--- src/rtl/usb_sie_pkg.sv ---
// Shared USB serial-interface-engine definitions: PID codes, PID class decode,
// CRC polynomials/init/residual values and a bit-serial CRC5 helper.
package usb_sie_pkg;

    // 4-bit PID codes (the low nibble of the PID byte)
    typedef enum logic [3:0] {
        PidOut    = 4'b0001,
        PidIn     = 4'b1001,
        PidSof    = 4'b0101,
        PidSetup  = 4'b1101,
        PidData0  = 4'b0011,
        PidData1  = 4'b1011,
        PidData2  = 4'b0111,
        PidMdata  = 4'b1111,
        PidAck    = 4'b0010,
        PidNak    = 4'b1010,
        PidStall  = 4'b1110,
        PidNyet   = 4'b0110,
        PidPreErr = 4'b1100,
        PidSplit  = 4'b1000,
        PidPing   = 4'b0100
    } pid_e;

    typedef enum logic [1:0] {
        PidClsToken,
        PidClsData,
        PidClsHsk
    } pid_class_e;

    localparam logic [4:0]  Crc5Poly      = 5'h05;
    localparam logic [4:0]  Crc5Init      = 5'h1F;
    localparam logic [4:0]  Crc5Residual  = 5'b01100;
    localparam logic [15:0] Crc16Poly     = 16'h8005;
    localparam logic [15:0] Crc16Init     = 16'hFFFF;
    localparam logic [15:0] Crc16Residual = 16'h800D;

    // PID byte is valid when the check nibble is the complement and the PID is not reserved
    function automatic logic pid_ok(input logic [7:0] pid_byte);
        return (pid_byte[7:4] == ~pid_byte[3:0]) && (pid_byte[3:0] != 4'b0000);
    endfunction

    // Special PIDs (PRE/ERR, SPLIT, PING) share the token packet format
    function automatic pid_class_e pid_class(input logic [3:0] pid);
        pid_class_e cls;
        case (pid[1:0])
            2'b11:   cls = PidClsData;
            2'b10:   cls = PidClsHsk;
            default: cls = PidClsToken;
        endcase
        return cls;
    endfunction

    // OUT/IN/SETUP/SOF are the tokens that report tok_valid
    function automatic logic pid_is_std_token(input logic [3:0] pid);
        return pid[1:0] == 2'b01;
    endfunction

    // Runs all 16 token bits (LSB first, byte0 then byte1) through CRC5; returns the residual
    function automatic logic [4:0] crc5(input logic [15:0] bits);
        logic [4:0] c;
        c = Crc5Init;
        for (int i = 0; i < 16; i++) begin
            if (c[4] ^ bits[i]) c = {c[3:0], 1'b0} ^ Crc5Poly;
            else                c = {c[3:0], 1'b0};
        end
        return c;
    endfunction

endpackage

--- src/rtl/usb_crc16.sv ---
// Byte-wide USB CRC16 (LSB-first serial equivalent), usable by receive and transmit paths.
module usb_crc16
    import usb_sie_pkg::*;
(
    input  logic        clk,
    input  logic        rst,
    input  logic        clear,
    input  logic        en,
    input  logic [7:0]  data,
    output logic [15:0] crc
);

    logic [15:0] crc_next;

    // Eight serial CRC steps, data bit 0 first
    always_comb begin
        crc_next = crc;
        for (int i = 0; i < 8; i++) begin
            if (crc_next[15] ^ data[i]) crc_next = {crc_next[14:0], 1'b0} ^ Crc16Poly;
            else                        crc_next = {crc_next[14:0], 1'b0};
        end
    end

    // CRC register: reset to zero, clear loads the init value, en absorbs one byte
    always_ff @(posedge clk) begin
        if (rst)        crc <= 16'h0000;
        else if (clear) crc <= Crc16Init;
        else if (en)    crc <= crc_next;
    end

endmodule

--- src/rtl/usb_sie_rx.sv ---
// USB SIE receive path: PID check, token decode with CRC5, data payload streaming with
// CRC16 and a two-byte delay so CRC bytes never reach the payload output.
module usb_sie_rx
    import usb_sie_pkg::*;
#(
    parameter int unsigned MAX_DATA = 1023
) (
    input  logic        clk,
    input  logic        rst,
    input  logic        rx_active,
    input  logic        rx_valid,
    input  logic        rx_error,
    input  logic [7:0]  data_out,
    output logic [3:0]  pkt_pid,
    output logic        pkt_start,
    output logic        pkt_end,
    output logic        pkt_err,
    output logic        tok_valid,
    output logic [6:0]  tok_addr,
    output logic [3:0]  tok_endp,
    output logic [10:0] frame_num,
    output logic [7:0]  data_byte,
    output logic        data_valid,
    output logic [10:0] data_len
);

    typedef enum logic [2:0] {StIdle, StPid, StToken, StData, StHsk, StDrop} state_e;

    // Payload plus two CRC bytes is the most a data packet may carry
    localparam logic [11:0] MaxCnt = 12'(MAX_DATA + 2);

    state_e      state_q;
    logic [11:0] cnt_q;
    logic        err_q;
    logic        armed_q;
    logic [7:0]  d0_q;
    logic [7:0]  d1_q;

    logic        beat;
    logic        crc16_clear;
    logic        crc16_en;
    logic [15:0] crc16_val;
    logic        end_err;
    logic        tok_good;
    logic [10:0] len_calc;

    assign beat        = rx_active && rx_valid;
    assign crc16_clear = (state_q == StIdle);
    assign crc16_en    = (state_q == StData) && beat && !rx_error && (cnt_q != MaxCnt);

    usb_crc16 u_crc16 (
        .clk   (clk),
        .rst   (rst),
        .clear (crc16_clear),
        .en    (crc16_en),
        .data  (data_out),
        .crc   (crc16_val)
    );

    // End-of-packet status for whichever state the packet finishes in
    always_comb begin
        end_err  = 1'b1;
        tok_good = 1'b0;
        len_calc = (cnt_q >= 12'd2) ? 11'(cnt_q - 12'd2) : 11'd0;
        case (state_q)
            StToken: end_err = err_q || (cnt_q != 12'd2) || (crc5({d1_q, d0_q}) != Crc5Residual);
            StData:  end_err = err_q || (cnt_q < 12'd2) || (crc16_val != Crc16Residual);
            StHsk:   end_err = err_q;
            default: end_err = 1'b1;
        endcase
        tok_good = (state_q == StToken) && !end_err && pid_is_std_token(pkt_pid);
    end

    // Receive FSM with all outputs registered
    always_ff @(posedge clk) begin
        if (rst) begin
            state_q    <= StIdle;
            cnt_q      <= 12'd0;
            err_q      <= 1'b0;
            armed_q    <= 1'b0;
            d0_q       <= 8'h00;
            d1_q       <= 8'h00;
            pkt_pid    <= 4'h0;
            pkt_start  <= 1'b0;
            pkt_end    <= 1'b0;
            pkt_err    <= 1'b0;
            tok_valid  <= 1'b0;
            tok_addr   <= 7'h00;
            tok_endp   <= 4'h0;
            frame_num  <= 11'h000;
            data_byte  <= 8'h00;
            data_valid <= 1'b0;
            data_len   <= 11'h000;
        end else begin
            pkt_start  <= 1'b0;
            pkt_end    <= 1'b0;
            pkt_err    <= 1'b0;
            tok_valid  <= 1'b0;
            data_valid <= 1'b0;
            // A packet already in flight when reset lifts is ignored until the bus goes idle
            if (!rx_active) armed_q <= 1'b1;

            unique case (state_q)
                StIdle: begin
                    if (rx_active && armed_q) begin
                        state_q <= StPid;
                        cnt_q   <= 12'd0;
                        err_q   <= 1'b0;
                    end
                end
                default: begin
                    if (!rx_active) begin
                        state_q <= StIdle;
                        // A packet that never delivered a PID byte ends silently
                        if (state_q != StPid) begin
                            pkt_end   <= 1'b1;
                            pkt_err   <= end_err;
                            tok_valid <= tok_good;
                            data_len  <= len_calc;
                            if (tok_good) begin
                                if (pkt_pid == PidSof) begin
                                    frame_num <= {d1_q[2:0], d0_q};
                                end else begin
                                    tok_addr <= d0_q[6:0];
                                    tok_endp <= {d1_q[2:0], d0_q[7]};
                                end
                            end
                        end
                    end else if (rx_error) begin
                        state_q <= StDrop;
                        err_q   <= 1'b1;
                    end else if (beat) begin
                        case (state_q)
                            StPid: begin
                                if (pid_ok(data_out)) begin
                                    pkt_pid   <= data_out[3:0];
                                    pkt_start <= 1'b1;
                                    case (pid_class(data_out[3:0]))
                                        PidClsData: state_q <= StData;
                                        PidClsHsk:  state_q <= StHsk;
                                        default:    state_q <= StToken;
                                    endcase
                                end else begin
                                    state_q <= StDrop;
                                end
                            end
                            StToken: begin
                                if (cnt_q == 12'd2) begin
                                    err_q <= 1'b1;
                                end else begin
                                    d0_q  <= d1_q;
                                    d1_q  <= data_out;
                                    cnt_q <= cnt_q + 12'd1;
                                end
                            end
                            StData: begin
                                if (cnt_q == MaxCnt) begin
                                    err_q   <= 1'b1;
                                    state_q <= StDrop;
                                end else begin
                                    // Oldest held byte is now known not to be CRC
                                    if (cnt_q >= 12'd2) begin
                                        data_byte  <= d0_q;
                                        data_valid <= 1'b1;
                                    end
                                    d0_q  <= d1_q;
                                    d1_q  <= data_out;
                                    cnt_q <= cnt_q + 12'd1;
                                end
                            end
                            StHsk:   err_q <= 1'b1;
                            default: ;
                        endcase
                    end
                end
            endcase
        end
    end

endmodule

--- config.mk ---
export PLATFORM = sky130hd
export DESIGN_NAME = usb_sie_rx
export DESIGN_NICKNAME = d
export VERILOG_FILES = /design/src/rtl/usb_sie_pkg.sv /design/src/rtl/usb_crc16.sv /design/src/rtl/usb_sie_rx.sv
export SDC_FILE = /design/constraint.sdc
export NUM_CORES = 1
export LEC_CHECK = 0
export BUFFER_PORTS_ARGS = -buffer_cell sky130_fd_sc_hd__buf_4
export CAP_MARGIN = 20
export CORE_ASPECT_RATIO = 1.25
export CORE_MARGIN = 2
export CORE_UTILIZATION = 54
export CTS_BUF_LIST = sky130_fd_sc_hd__clkbuf_8
export DETAILED_ROUTE_END_ITERATION = 10
export GPL_ROUTABILITY_DRIVEN = 0
export PLACE_DENSITY = 0.89
export SYNTH_ARGS = -nofsm -noshare
export SYNTH_HDL_FRONTEND = slang
export SYNTH_SLANG_ARGS = --single-unit
--- constraint.sdc ---
create_clock -name clk -period 2.3 [get_ports clk]
set_input_delay 0.69 -clock clk [delete_from_list [all_inputs] [get_ports clk]]
set_output_delay 0.69 -clock clk [all_outputs]
set_load 0.02 [all_outputs]
==> summary by stage <==
Status
The run finished, with violations left. The checks that failed: negative setup slack.

Clocking
The TritonCTS clock tree is done. The number of hold buffers added after CTS was 0. The clock tree synthesis step divided the H-tree into 3 levels. The clock passes through at most 2 buffers. For the worst-skew pair, the clock arrives at the later sink with an insertion delay of 0.39 ns. The clock sink count is 99. The root cell of the clock tree is clkbuf_8.

The total CTS buffers is 9. The clock-pin transition on the worst setup and hold timing paths is 0.09 ns.

Critical path
For this design, the slowest cell found on the critical path is or4_4. Data arrives at the worst endpoint at 2.81 ns. The worst path required time is 2.56 ns. The worst stage delay on the critical path is 0.53 ns. In this run the worst path has a maximum fanout of 8.

The startpoint kind of the worst setup timing path is a flip-flop. The critical path goes through or4_4, or2_1, or3b_4, a211o_4, buf_16, o41ai_4, a21oi_1. The nature of the critical path endpoint is a flip-flop. The setup slack of the worst register-to-register path is -0.25 ns. The critical path class is reg -> reg.

Cells and area
From synthesis to final layout, the design area changed by 29.52%. The number of inserted diodes is 0. The net count of the finished layout is 670.

The fraction of layout instances using a drive strength above 1 is 0.3075. The final non-filler cell total is 780.

Logic synthesis
The number of distinct standard cells referenced by the synthesized netlist is 57. The fraction of synthesis flops using an asynchronous set or reset pin is 0. The synthesized netlist occupies a cell area of 0.005044 mm². dfxtp_1 is the most common cell in the netlist. The number of flops mapped to enable cells by yosys is 0. Counting every instance in the synthesized netlist gives 562.

By count the netlist is led by dfxtp_1, nor2_1, a21oi_1. The average size of a mapped cell is 8.974 µm². The post-synthesis sequential element count is 99. The register area share after synthesis is 0.3930. The Yosys warning count is 0.

The most used flip-flop cell after synthesis is dfxtp_1. The largest total area in the synthesized netlist belongs to dfxtp_1. Yosys attributes the largest share of cell area to dfxtp_1, xnor2_1, o41ai_2, a21oi_1, mux2i_1. The number of nets in the synthesized netlist is 580. The area fraction of the dominant cell type after synthesis is 0.3930.

Drt
In the routed layout, each cell is associated on average with a via count of 6.581. The post-detailed-route wirelength per cell is 21.22 µm. The total wire length is 16550 µm. Detailed routing inserted a total of 5133 vias. The count of routing violations after the opening detailed-route iteration is 506. The antenna violation net count after detailed routing is 0.

The pre-antenna-repair detailed-routing pass consisted of 5 iterations. After detailed routing, the number of remaining DRC violations is 0.

Timing
Headroom to the max-slew limit came out at 0.4404. Setup repair after global routing could not meet its margin everywhere. Setup violations remaining at the end of the flow were counted as 26. The number of endpoints with negative hold slack in the final report is 0. Dividing the final minimum period by the clock period gives 1.108. At the pin with the least slew margin, the transition time is 0.8394 ns. The count of final max-slew check failures is 0. Once routing completed, OpenROAD measured the worst setup slack at -0.2486 ns. The clock arrives with 0.01252 ns of skew. The final worst hold slack is 0.4577 ns. The highest achievable clock rate is 392.4 MHz. The routed design could run at a clock period as short as 2.549 ns.

Floorplan
The floorplan has 39 rows. The total die area is 0.01013 mm². Measured along the y axis, the die boundary spans 112.1 µm. The placeable core region is 0.009125 mm². Pin placement for this block handled 63 I/O pins. Measured along the x axis, the die boundary spans 90.44 µm.

The initial utilization of the core area, before any placement, comes to 0.5527.

Power and ir drop
The ratio of total power to cell area is 561.2 mW/mm². The cell leakage power is 2.561 nW. The design draws 3.666 mW. VDD sags by at most 0.4591 mV.

Global routing
The initial antenna violation count is 0. The wire length of the first global-routing pass is 24630 µm. Entering global routing, the biggest net connects 55 pins. For this run, the total global-route usage over all layers was measured as 0.3028. The via count of the first global-routing pass is 4938.

The residual overflow from global routing is 0.

Placed design
The placed instance count is 759. In this run the tool buffered the top-level ports with 62 buffer cells. Timing analysis after detailed placement gives a worst setup slack of -0.1818 ns. The detailed placement HPWL is 10200 µm.

Hold path
The min-delay analysis places its worst path in the category reg -> reg.

Run
The number of max-cap violations is 0.
-- cell families (layout without fill, tap and decap cells) --
| group | count (synthesis) | count (layout) | share of synthesized area |
|---|---|---|---|
| XOR/XNOR | 54 | 54 | 0.1047 |
| flip-flops | 99 | 99 | 0.3930 |
| adder cells (fa/ha/maj) | 5 | 5 | 0.01240 |
| multiplexers | 23 | 23 | 0.04589 |
| buffers and inverters | 62 | 157 | 0.05309 |
| AND/OR/NAND/NOR | 204 | 204 | 0.2086 |
| AO/OA/AOI/OAI | 115 | 115 | 0.1823 |
-- cell usage in the layout (no fill, tap or decap), drive strengths merged, types with 4 or more instances in the layout --
| cell | Yosys | routed |
|---|---|---|
| inv | 9 | 9 |
| or2 | 4 | 4 |
| dfxtp | 99 | 99 |
| or3 | 6 | 6 |
| nor3 | 29 | 29 |
| xnor2 | 37 | 37 |
| nor2 | 55 | 55 |
| o21ai | 7 | 7 |
| mux2i | 22 | 22 |
| or4 | 4 | 4 |
| xnor3 | 4 | 4 |
| o41ai | 24 | 24 |
| ha | 5 | 5 |
| clkbuf | 42 | 12 |
| xor2 | 13 | 13 |
| nand2 | 29 | 29 |
| a211oi | 12 | 12 |
| a21oi | 51 | 51 |
| nand4 | 28 | 28 |
| nor4 | 6 | 6 |
| nand3 | 22 | 22 |
| nand2b | 7 | 7 |
| buf | 11 | 132 |
-- area by class of cell --
type                            instances  area (µm²)
Timing Repair Buffer                  132        1081
Multi-Input combinational cell        401        3020
Clock inverter                          4       95.09
Inverter                                9       33.78
Sequential cell                        99        1983
Clock buffer                           12       165.2
Tap cell                              123       153.9
Fill cell                             565        2592
-- stage by stage --
stage / TNS [ns] / utilization / cell area [µm²]
final: -3.995 / 0.7159 / 6533
after global routing: -5.548 / 0.7159 / 6533
after CTS: -2.471 / 0.6986 / 6375
after detailed placement: -3.341 / 0.6578 / 6002
after global placement: -1.834 / 0.6578 / 6002
after floorplan: -1.994 / - / 5064
-- worst max-delay path, delay by kind of cell (launching register included) --
kind                   cells  cell delay, ns
buffers and inverters      1            0.18
AND/OR/NAND/NOR            3            1.17
AO/OA/AOI/OAI              3            0.73
flip-flops                 1            0.33
-- final timing paths --
check / endpoint / from / cells after the start
worst max-delay path: frame_num[2]$_SDFFE_PP0P_ / cnt_q[2]$_SDFFE_PP0P_ / 7
worst min-delay path: data_len[0]$_SDFFE_PP0P_ / data_len[0]$_SDFFE_PP0P_ / 2
worst max register to register: frame_num[2]$_SDFFE_PP0P_ / cnt_q[2]$_SDFFE_PP0P_ / 7
worst min register to register: data_len[0]$_SDFFE_PP0P_ / data_len[0]$_SDFFE_PP0P_ / 2
-- state kept, by name (all words and copies together), names as in the netlist, 4 cells and up --
name and cells:
data_len 11, data_byte 8, pkt_pid 4, frame_num 11, tok_addr 7, d0_q 8
d1_q 8, tok_endp 4, cnt_q 12, u_crc16.crc 16
-- per-layer routing --
metal  wire [µm]  vias up  GRT usage
met4        1164        0     0.2031
met1        5878     2431     0.3368
li1            -     2204          -
met2        8279      387     0.5333
met3        1227      111    0.04765
met5           0        -          0
-- where the power goes --
part / internal [mW] / leakage [nW] / switching (mW) / total, mW
clock network: 0.810 / 0.133 / 0.627 / 1.44
registers: 1.74 / 0.804 / 0.0312 / 1.77
logic: 0.208 / 1.62 / 0.247 / 0.455
total: 2.76 / 2.56 / 0.905 / 3.67
-- repair_timing --
action,in CTS,in global routing
pin swaps,23,7
gates cloned,1,0
buffers inserted,2,2
endpoints found under the setup margin,24,72
gates resized for setup,10,28
Note: power is estimated with default switching activity, not from simulation.
